==> config.mk <==
export PLATFORM = sky130hd
export DESIGN_NAME = controller
export DESIGN_NICKNAME = d
export VERILOG_FILES = /design/src/rtl/mips_pkg.sv /design/src/rtl/aludec.sv /design/src/rtl/controller.sv
export SDC_FILE = /design/constraint.sdc
export NUM_CORES = 1
export LEC_CHECK = 0
export CAP_MARGIN = 25
export CORE_UTILIZATION = 49
export CTS_BUF_LIST = sky130_fd_sc_hd__clkbuf_16
export DETAILED_ROUTE_END_ITERATION = 7
export PLACE_DENSITY = 0.92
export SYNTH_ARGS = -nofsm -noshare
export SYNTH_HDL_FRONTEND = slang
export SYNTH_SLANG_ARGS = --single-unit
==> constraint.sdc <==
create_clock -name clk -period 2.8 [get_ports clk]
set_input_delay 0.42 -clock clk [delete_from_list [all_inputs] [get_ports clk]]
set_output_delay 0.42 -clock clk [all_outputs]
set_load 0.05 [all_outputs]
==> src/rtl/mips_pkg.sv <==
`default_nettype none
// +----------------------------------------------------------------------+
// | mips_pkg : multicycle MIPS controller types, opcodes and ALU codes.  |
// | Revision : 1.0                                                       |
// +----------------------------------------------------------------------+
package mips_pkg;

   typedef enum logic [3:0] {
      FETCH   = 4'd0,
      DECODE  = 4'd1,
      MEMADR  = 4'd2,
      MEMRD   = 4'd3,
      MEMWB   = 4'd4,
      MEMWR   = 4'd5,
      RTYPEEX = 4'd6,
      RTYPEWB = 4'd7,
      BEQEX   = 4'd8,
      BNEEX   = 4'd9,
      ADDIEX  = 4'd10,
      ADDIWB  = 4'd11,
      JEX     = 4'd12
   } statetype;

   localparam logic [5:0] OP_LW    = 6'b100011;
   localparam logic [5:0] OP_SW    = 6'b101011;
   localparam logic [5:0] OP_RTYPE = 6'b000000;
   localparam logic [5:0] OP_BEQ   = 6'b000100;
   localparam logic [5:0] OP_BNE   = 6'b000101;
   localparam logic [5:0] OP_ADDI  = 6'b001000;
   localparam logic [5:0] OP_J     = 6'b000010;

   typedef enum logic [1:0] {
      ALUOP_ADD   = 2'b00,
      ALUOP_SUB   = 2'b01,
      ALUOP_FUNCT = 2'b10
   } aluop_t;

   localparam logic [5:0] FUNCT_ADD = 6'b100000;
   localparam logic [5:0] FUNCT_SUB = 6'b100010;
   localparam logic [5:0] FUNCT_AND = 6'b100100;
   localparam logic [5:0] FUNCT_OR  = 6'b100101;
   localparam logic [5:0] FUNCT_SLT = 6'b101010;

   localparam logic [2:0] ALUCTL_AND = 3'b000;
   localparam logic [2:0] ALUCTL_OR  = 3'b001;
   localparam logic [2:0] ALUCTL_ADD = 3'b010;
   localparam logic [2:0] ALUCTL_SUB = 3'b110;
   localparam logic [2:0] ALUCTL_SLT = 3'b111;

   typedef struct packed {
      logic       pcwrite;
      logic       branch;
      logic       branchn;
      logic       irwrite;
      logic       regwrite;
      logic       memwrite;
      logic       alusrca;
      logic       iord;
      logic       memtoreg;
      logic       regdst;
      logic [1:0] alusrcb;
      logic [1:0] pcsrc;
      aluop_t     aluop;
   } ctrl_t;

   // Moore output table: everything not named for a state stays zero (aluop zero = add).
   function automatic ctrl_t state_ctrl(input statetype s);
      ctrl_t c;
      c       = '0;
      c.aluop = ALUOP_ADD;
      case (s)
         FETCH: begin
            c.alusrcb = 2'b01;
            c.irwrite = 1'b1;
            c.pcwrite = 1'b1;
         end
         DECODE: begin
            c.alusrcb = 2'b11;
         end
         MEMADR, ADDIEX: begin
            c.alusrca = 1'b1;
            c.alusrcb = 2'b10;
         end
         MEMRD: begin
            c.iord = 1'b1;
         end
         MEMWR: begin
            c.iord     = 1'b1;
            c.memwrite = 1'b1;
         end
         MEMWB: begin
            c.memtoreg = 1'b1;
            c.regwrite = 1'b1;
         end
         ADDIWB: begin
            c.regwrite = 1'b1;
         end
         RTYPEEX: begin
            c.alusrca = 1'b1;
            c.aluop   = ALUOP_FUNCT;
         end
         RTYPEWB: begin
            c.regdst   = 1'b1;
            c.regwrite = 1'b1;
         end
         BEQEX: begin
            c.alusrca = 1'b1;
            c.aluop   = ALUOP_SUB;
            c.pcsrc   = 2'b01;
            c.branch  = 1'b1;
         end
         BNEEX: begin
            c.alusrca = 1'b1;
            c.aluop   = ALUOP_SUB;
            c.pcsrc   = 2'b01;
            c.branchn = 1'b1;
         end
         JEX: begin
            c.pcsrc   = 2'b10;
            c.pcwrite = 1'b1;
         end
         default: ;
      endcase
      return c;
   endfunction

endpackage
`default_nettype wire

==> src/rtl/aludec.sv <==
`default_nettype none
// +----------------------------------------------------------------------+
// | aludec : combinational ALU control decode from aluop and funct.      |
// | Revision : 1.0                                                       |
// +----------------------------------------------------------------------+
module aludec
   import mips_pkg::*;
(
   input  logic [5:0] funct,
   input  aluop_t     aluop,
   output logic [2:0] alucontrol
);

   always_comb begin
      alucontrol = ALUCTL_ADD;
      case (aluop)
         ALUOP_ADD: alucontrol = ALUCTL_ADD;
         ALUOP_SUB: alucontrol = ALUCTL_SUB;
         ALUOP_FUNCT: begin
            case (funct)
               FUNCT_ADD: alucontrol = ALUCTL_ADD;
               FUNCT_SUB: alucontrol = ALUCTL_SUB;
               FUNCT_AND: alucontrol = ALUCTL_AND;
               FUNCT_OR:  alucontrol = ALUCTL_OR;
               FUNCT_SLT: alucontrol = ALUCTL_SLT;
               default:   alucontrol = ALUCTL_ADD;
            endcase
         end
         default: alucontrol = ALUCTL_ADD;
      endcase
   end

endmodule
`default_nettype wire

==> src/rtl/controller.sv <==
`default_nettype none
// +----------------------------------------------------------------------+
// | controller : multicycle MIPS main FSM with ALU decode sub-block.     |
// | Revision : 1.0                                                       |
// +----------------------------------------------------------------------+
module controller
   import mips_pkg::*;
#(
   parameter int SUPPORT_BNE = 1
) (
   input  logic       clk,
   input  logic       reset,
   input  logic [5:0] op,
   input  logic [5:0] funct,
   input  logic       zero,
   output logic       pcen,
   output logic       irwrite,
   output logic       regwrite,
   output logic       memwrite,
   output logic       alusrca,
   output logic       iord,
   output logic       memtoreg,
   output logic       regdst,
   output logic [1:0] alusrcb,
   output logic [1:0] pcsrc,
   output logic [2:0] alucontrol,
   output logic       illegal
);

   statetype r_state;
   statetype w_next_state;
   ctrl_t    r_ctrl;
   logic     w_op_known;

   always_comb begin
      w_op_known = 1'b0;
      case (op)
         OP_LW, OP_SW, OP_RTYPE, OP_BEQ, OP_ADDI, OP_J: w_op_known = 1'b1;
         OP_BNE:  w_op_known = (SUPPORT_BNE != 0);
         default: w_op_known = 1'b0;
      endcase
   end

   always_comb begin
      w_next_state = FETCH;
      case (r_state)
         FETCH: w_next_state = DECODE;
         DECODE: begin
            case (op)
               OP_LW, OP_SW: w_next_state = MEMADR;
               OP_RTYPE:     w_next_state = RTYPEEX;
               OP_BEQ:       w_next_state = BEQEX;
               OP_BNE:       w_next_state = (SUPPORT_BNE != 0) ? BNEEX : FETCH;
               OP_ADDI:      w_next_state = ADDIEX;
               OP_J:         w_next_state = JEX;
               default:      w_next_state = FETCH;
            endcase
         end
         MEMADR:  w_next_state = (op == OP_SW) ? MEMWR : MEMRD;
         MEMRD:   w_next_state = MEMWB;
         RTYPEEX: w_next_state = RTYPEWB;
         ADDIEX:  w_next_state = ADDIWB;
         default: w_next_state = FETCH;
      endcase
   end

   // Outputs are registered alongside the state so they decode the state being entered.
   always_ff @(posedge clk or negedge reset) begin
      if (!reset) begin
         r_state <= FETCH;
         r_ctrl  <= state_ctrl(FETCH);
      end else begin
         r_state <= w_next_state;
         r_ctrl  <= state_ctrl(w_next_state);
      end
   end

   // Write strobes are masked by reset so an aborted instruction cannot write anything.
   assign pcen     = reset & (r_ctrl.pcwrite | (r_ctrl.branch & zero) | (r_ctrl.branchn & ~zero));
   assign irwrite  = reset & r_ctrl.irwrite;
   assign regwrite = reset & r_ctrl.regwrite;
   assign memwrite = reset & r_ctrl.memwrite;
   assign alusrca  = r_ctrl.alusrca;
   assign iord     = r_ctrl.iord;
   assign memtoreg = r_ctrl.memtoreg;
   assign regdst   = r_ctrl.regdst;
   assign alusrcb  = r_ctrl.alusrcb;
   assign pcsrc    = r_ctrl.pcsrc;
   assign illegal  = (r_state == DECODE) & ~w_op_known;

   aludec u_aludec (
      .funct      (funct),
      .aluop      (r_ctrl.aluop),
      .alucontrol (alucontrol)
   );

endmodule
`default_nettype wire

==> metrics.md <==
| Metric | Value |
|---|---|
| RSZ-0062 raised after global routing | false |
| Ys flop type | dfrtp_1 |
| Seq/Total Area, Yosys | 45.4% |
| DR WL/cell | 13.6 um |
| Final core occ | 72.6% |
| Avg Cell Area, Syn | 9.95 sq um |
| Worst setup path category | in -> out |
| Worst vdd ir | 673 uV |
| Combinational share of power | 39.4% |
| Tot GR Track Use | 21.4% |
| Clock Skews | 0.00302 ns |
| Routed WL | 2180 um |
| Root buffer cell | clkbuf_16 |
| Hold Slack | 0.494 ns |
| CTS Hold Bufs | 0 |
| Crit path largest cell delay | 0.70 ns |
| Post-DP HPWL | 1590 um |
| Die Y | 48.4 um |
| Final Wtd Congestion | 0.766 |
| Iteration-0 DRC count of the detailed router | 25 |
| Crit path depth | 5 |
| Hold Path Class | in -> async |
| Clock H-tree levels | 1 |
| Worst-margin pin slew | 0.501 ns |
| TritonCTS buffer count | 3 |
| Largest net degree at the start of global routing | 13 |
| Status | completed |
| Slew Limit Fails | 0 |
| Worst path cell trace | clkdlybuf4s50_1 > nor2b_1 > nand3_1 > a211o_1 > clkdlybuf4s50_1 |
| Worst-path clk slew | 0.05 ns |
| TNS Setup | 0 ns |
| Vias in the first global route | 812 |
| Crit path from | funct[5] |
| Routed Antenna Nets | 0 |
| Clock share of power | 26.2% |
| Period utilization | 93.5% |
| CP arrival | 2.20 ns |
| TritonRoute pass-1 iters | 5 |
| Starting density of the core | 52.7% |
| FFs w/ async S/R, synth | 100% |
| CP Capture Type | output pin |
| Slowest CP cell | clkdlybuf4s50_1 |
| CP dominant cell by count | clkdlybuf4s50_1 |
| # port buffers | 30 |
| Via Count | 872 |
| P&R area growth vs syn | 37.8% |
| Total of max-cap violations | 0 |
| Tmin final | 2.62 ns |
| R2R setup slack | 1.03 ns |
| Worst setup SP type | primary input |
| Syn_nets | 123 |
| Seq pwr share | 34.4% |
| Core footprint | 0.00200 sq mm |
| R2R depth | 7 |
| Residual DRC | 0 |
| Synth area leaders | dfrtp_1 38%, dfstp_2 7.5%, nor2_1 4.6%, nand2_1 3.2%, buf_4 2.8% |
| I/O pin count | 31 |
| Vias/cell | 5.42 |
| Die area | 0.00234 sq mm |
| Global-route wire length before repair | 3830 um |
| Ant. Diodes | 0 |
| Pre-CTS setup slack | 0.205 ns |
| Final setup fails | 0 |
| Row count | 16 |
| Fin cells | 161 |
| GRT overflow | 0 |
| CP required | 2.38 ns |
| Max Clock Freq | 0.382 GHz |
| Share of layout cells above drive strength 1 | 19.4% |
| PwrDens | 743 mW/mm^2 |
| Yosys reg bits | 19 |
| Placed cells | 157 |
| Critical path's top delay family | buffers and inverters |
| YS warnings | 0 |
| Post-route setup slack | 0.181 ns |
| Syn Inst Count | 106 |
| Post_cts resized | 0 |
| Netlist cell types | 39 |
| CTS Buffer Depth | 2 |
| CTS tree | done |
| Slew margin rel. | 66.3% |
| Max Fanout on Critical Path | 2 |
| Initial antenna violation count | 0 |
| Top-area cell type share of the netlist area | 38.0% |
| P_sw | 375 uW |
| Internal power | 705 uW |
| Clock Sinks | 19 |
| Synthesized cell area | 0.00105 sq mm |
| Chip Width | 48.4 um |
| Switching share of power | 34.7% |
| Clock Latency Late Sink | 0.25 ns |
| RR Endpoint | r_ctrl[10] |
| P_leak | 0.000651 uW |
| Post-CTS setup buffer count | 0 |
| Final hold viol count | 0 |
| Worst Path Buf+Inv | 2 |
| Nets | 152 |
| Number of flops mapped to enable cells by yosys | 0 |
| Reg-to-reg startpoint | r_state[3] |
| Post-synth top area cell | dfrtp_1 |
==> Yosys cell counts, types with 2 or more instances <==
library cell and n:
a211o_1 2, clkinv_4 2, xor2_1 2, a21oi_1 5, o21a_1 2, buf_6 2, nor3_1 4, a311oi_1 2
nor2_1 13, nor2b_1 2, nor3b_1 4, nand2_1 9, dfrtp_1 16, dfstp_2 3, nand2b_4 2, inv_1 4
nor3b_2 2, nor2_2 2, buf_4 4, ha_1 2, and2_1 3, and3_1 2
==> final cells by class <==
type | count | area [sq um]
Fill cell | 143 | 548
Inverter | 6 | 32.5
Multi-Input combinational cell | 73 | 482
Clock buffer | 3 | 75.1
Timing Repair Buffer | 32 | 348
Sequential cell | 19 | 479
Tap cell | 27 | 33.8
Clock inverter | 1 | 3.75
==> layer usage <==
metal  global-route usage, %  vias to the layer above  wire [um]
met5                       0                        -          0
met4                    4.41                        0          8
met3                    5.66                        2        134
met2                    38.7                       43       1160
met1                    25.5                      405        881
li1                        -                      422          -
==> flip-flops by register name (all words and copies together), names as in the netlist <==
signal,flops
r_ctrl,8
r_state,4
alusrcb,2
alusrca,1
iord,1
memtoreg,1
pcsrc,1
regdst,1
==> placed cells by master (no fill, tap or decap), types with 2 or more instances in the layout <==
cell,instances
nand2b_4,2
clkinv_4,2
nand2_1,9
buf_4,5
nor3b_2,2
nor3_1,4
nor2_1,13
ha_1,2
nor2b_1,2
o21a_1,2
a21oi_1,5
nor3b_1,4
inv_1,5
and3_1,2
a211o_1,2
a311oi_1,2
dfrtp_1,16
nor2_2,2
dfstp_2,3
buf_12,4
clkbuf_16,3
xor2_1,2
and2_1,3
clkdlybuf4s50_1,23
==> stage by stage <==
| stage | total power (uW) | cell area (sq um) |
|---|---|---|
| 3_3_place_gp | 786 | 1380 |
| 5_1_grt | 1140 | 1450 |
| 3_5_place_dp | 798 | 1380 |
| 2_1_floorplan | 674 | 1050 |
| 6_report | 1080 | 1450 |
| 4_1_cts | 1080 | 1450 |
==> worst register-to-register path, cell delays in order, from the launching register on <==
cell	delay (ns)
dfrtp_1	0.46
or2_1	0.34
or3b_4	0.42
nor2_2	0.10
nor2_2	0.09
clkinv_4	0.09
nand2b_4	0.12
nor3b_2	0.04
==> cell families after synthesis <==
kind of cell    Yosys count  synth area share [%]
mux                       1                  1.07
buf+inv                  14                  8.90
compound gates           18                  12.2
flops                    19                  45.4
xor+xnor                  2                  1.66
fa+ha+maj                 2                  2.37
simple gates             50                  28.4
==> worst max path at each step <==
stage                    endpoint  slack (ns)
detailed placement  alucontrol[1]        0.21
floorplan           alucontrol[0]        0.44
global route        alucontrol[1]        0.11
finish              alucontrol[1]        0.18
CTS                 alucontrol[1]        0.20
global placement    alucontrol[1]        0.29
==> power groups by stage <==
stage | Clock [uW] | Sequential, uW | Combinational, uW
5_1_grt | 305 | 379 | 454
6_report | 283 | 371 | 426
3_5_place_dp | 0 | 374 | 424
3_3_place_gp | 0 | 372 | 414
2_1_floorplan | 0 | 365 | 308
4_1_cts | 288 | 370 | 427
Note: power is estimated with default switching activity, not from simulation.
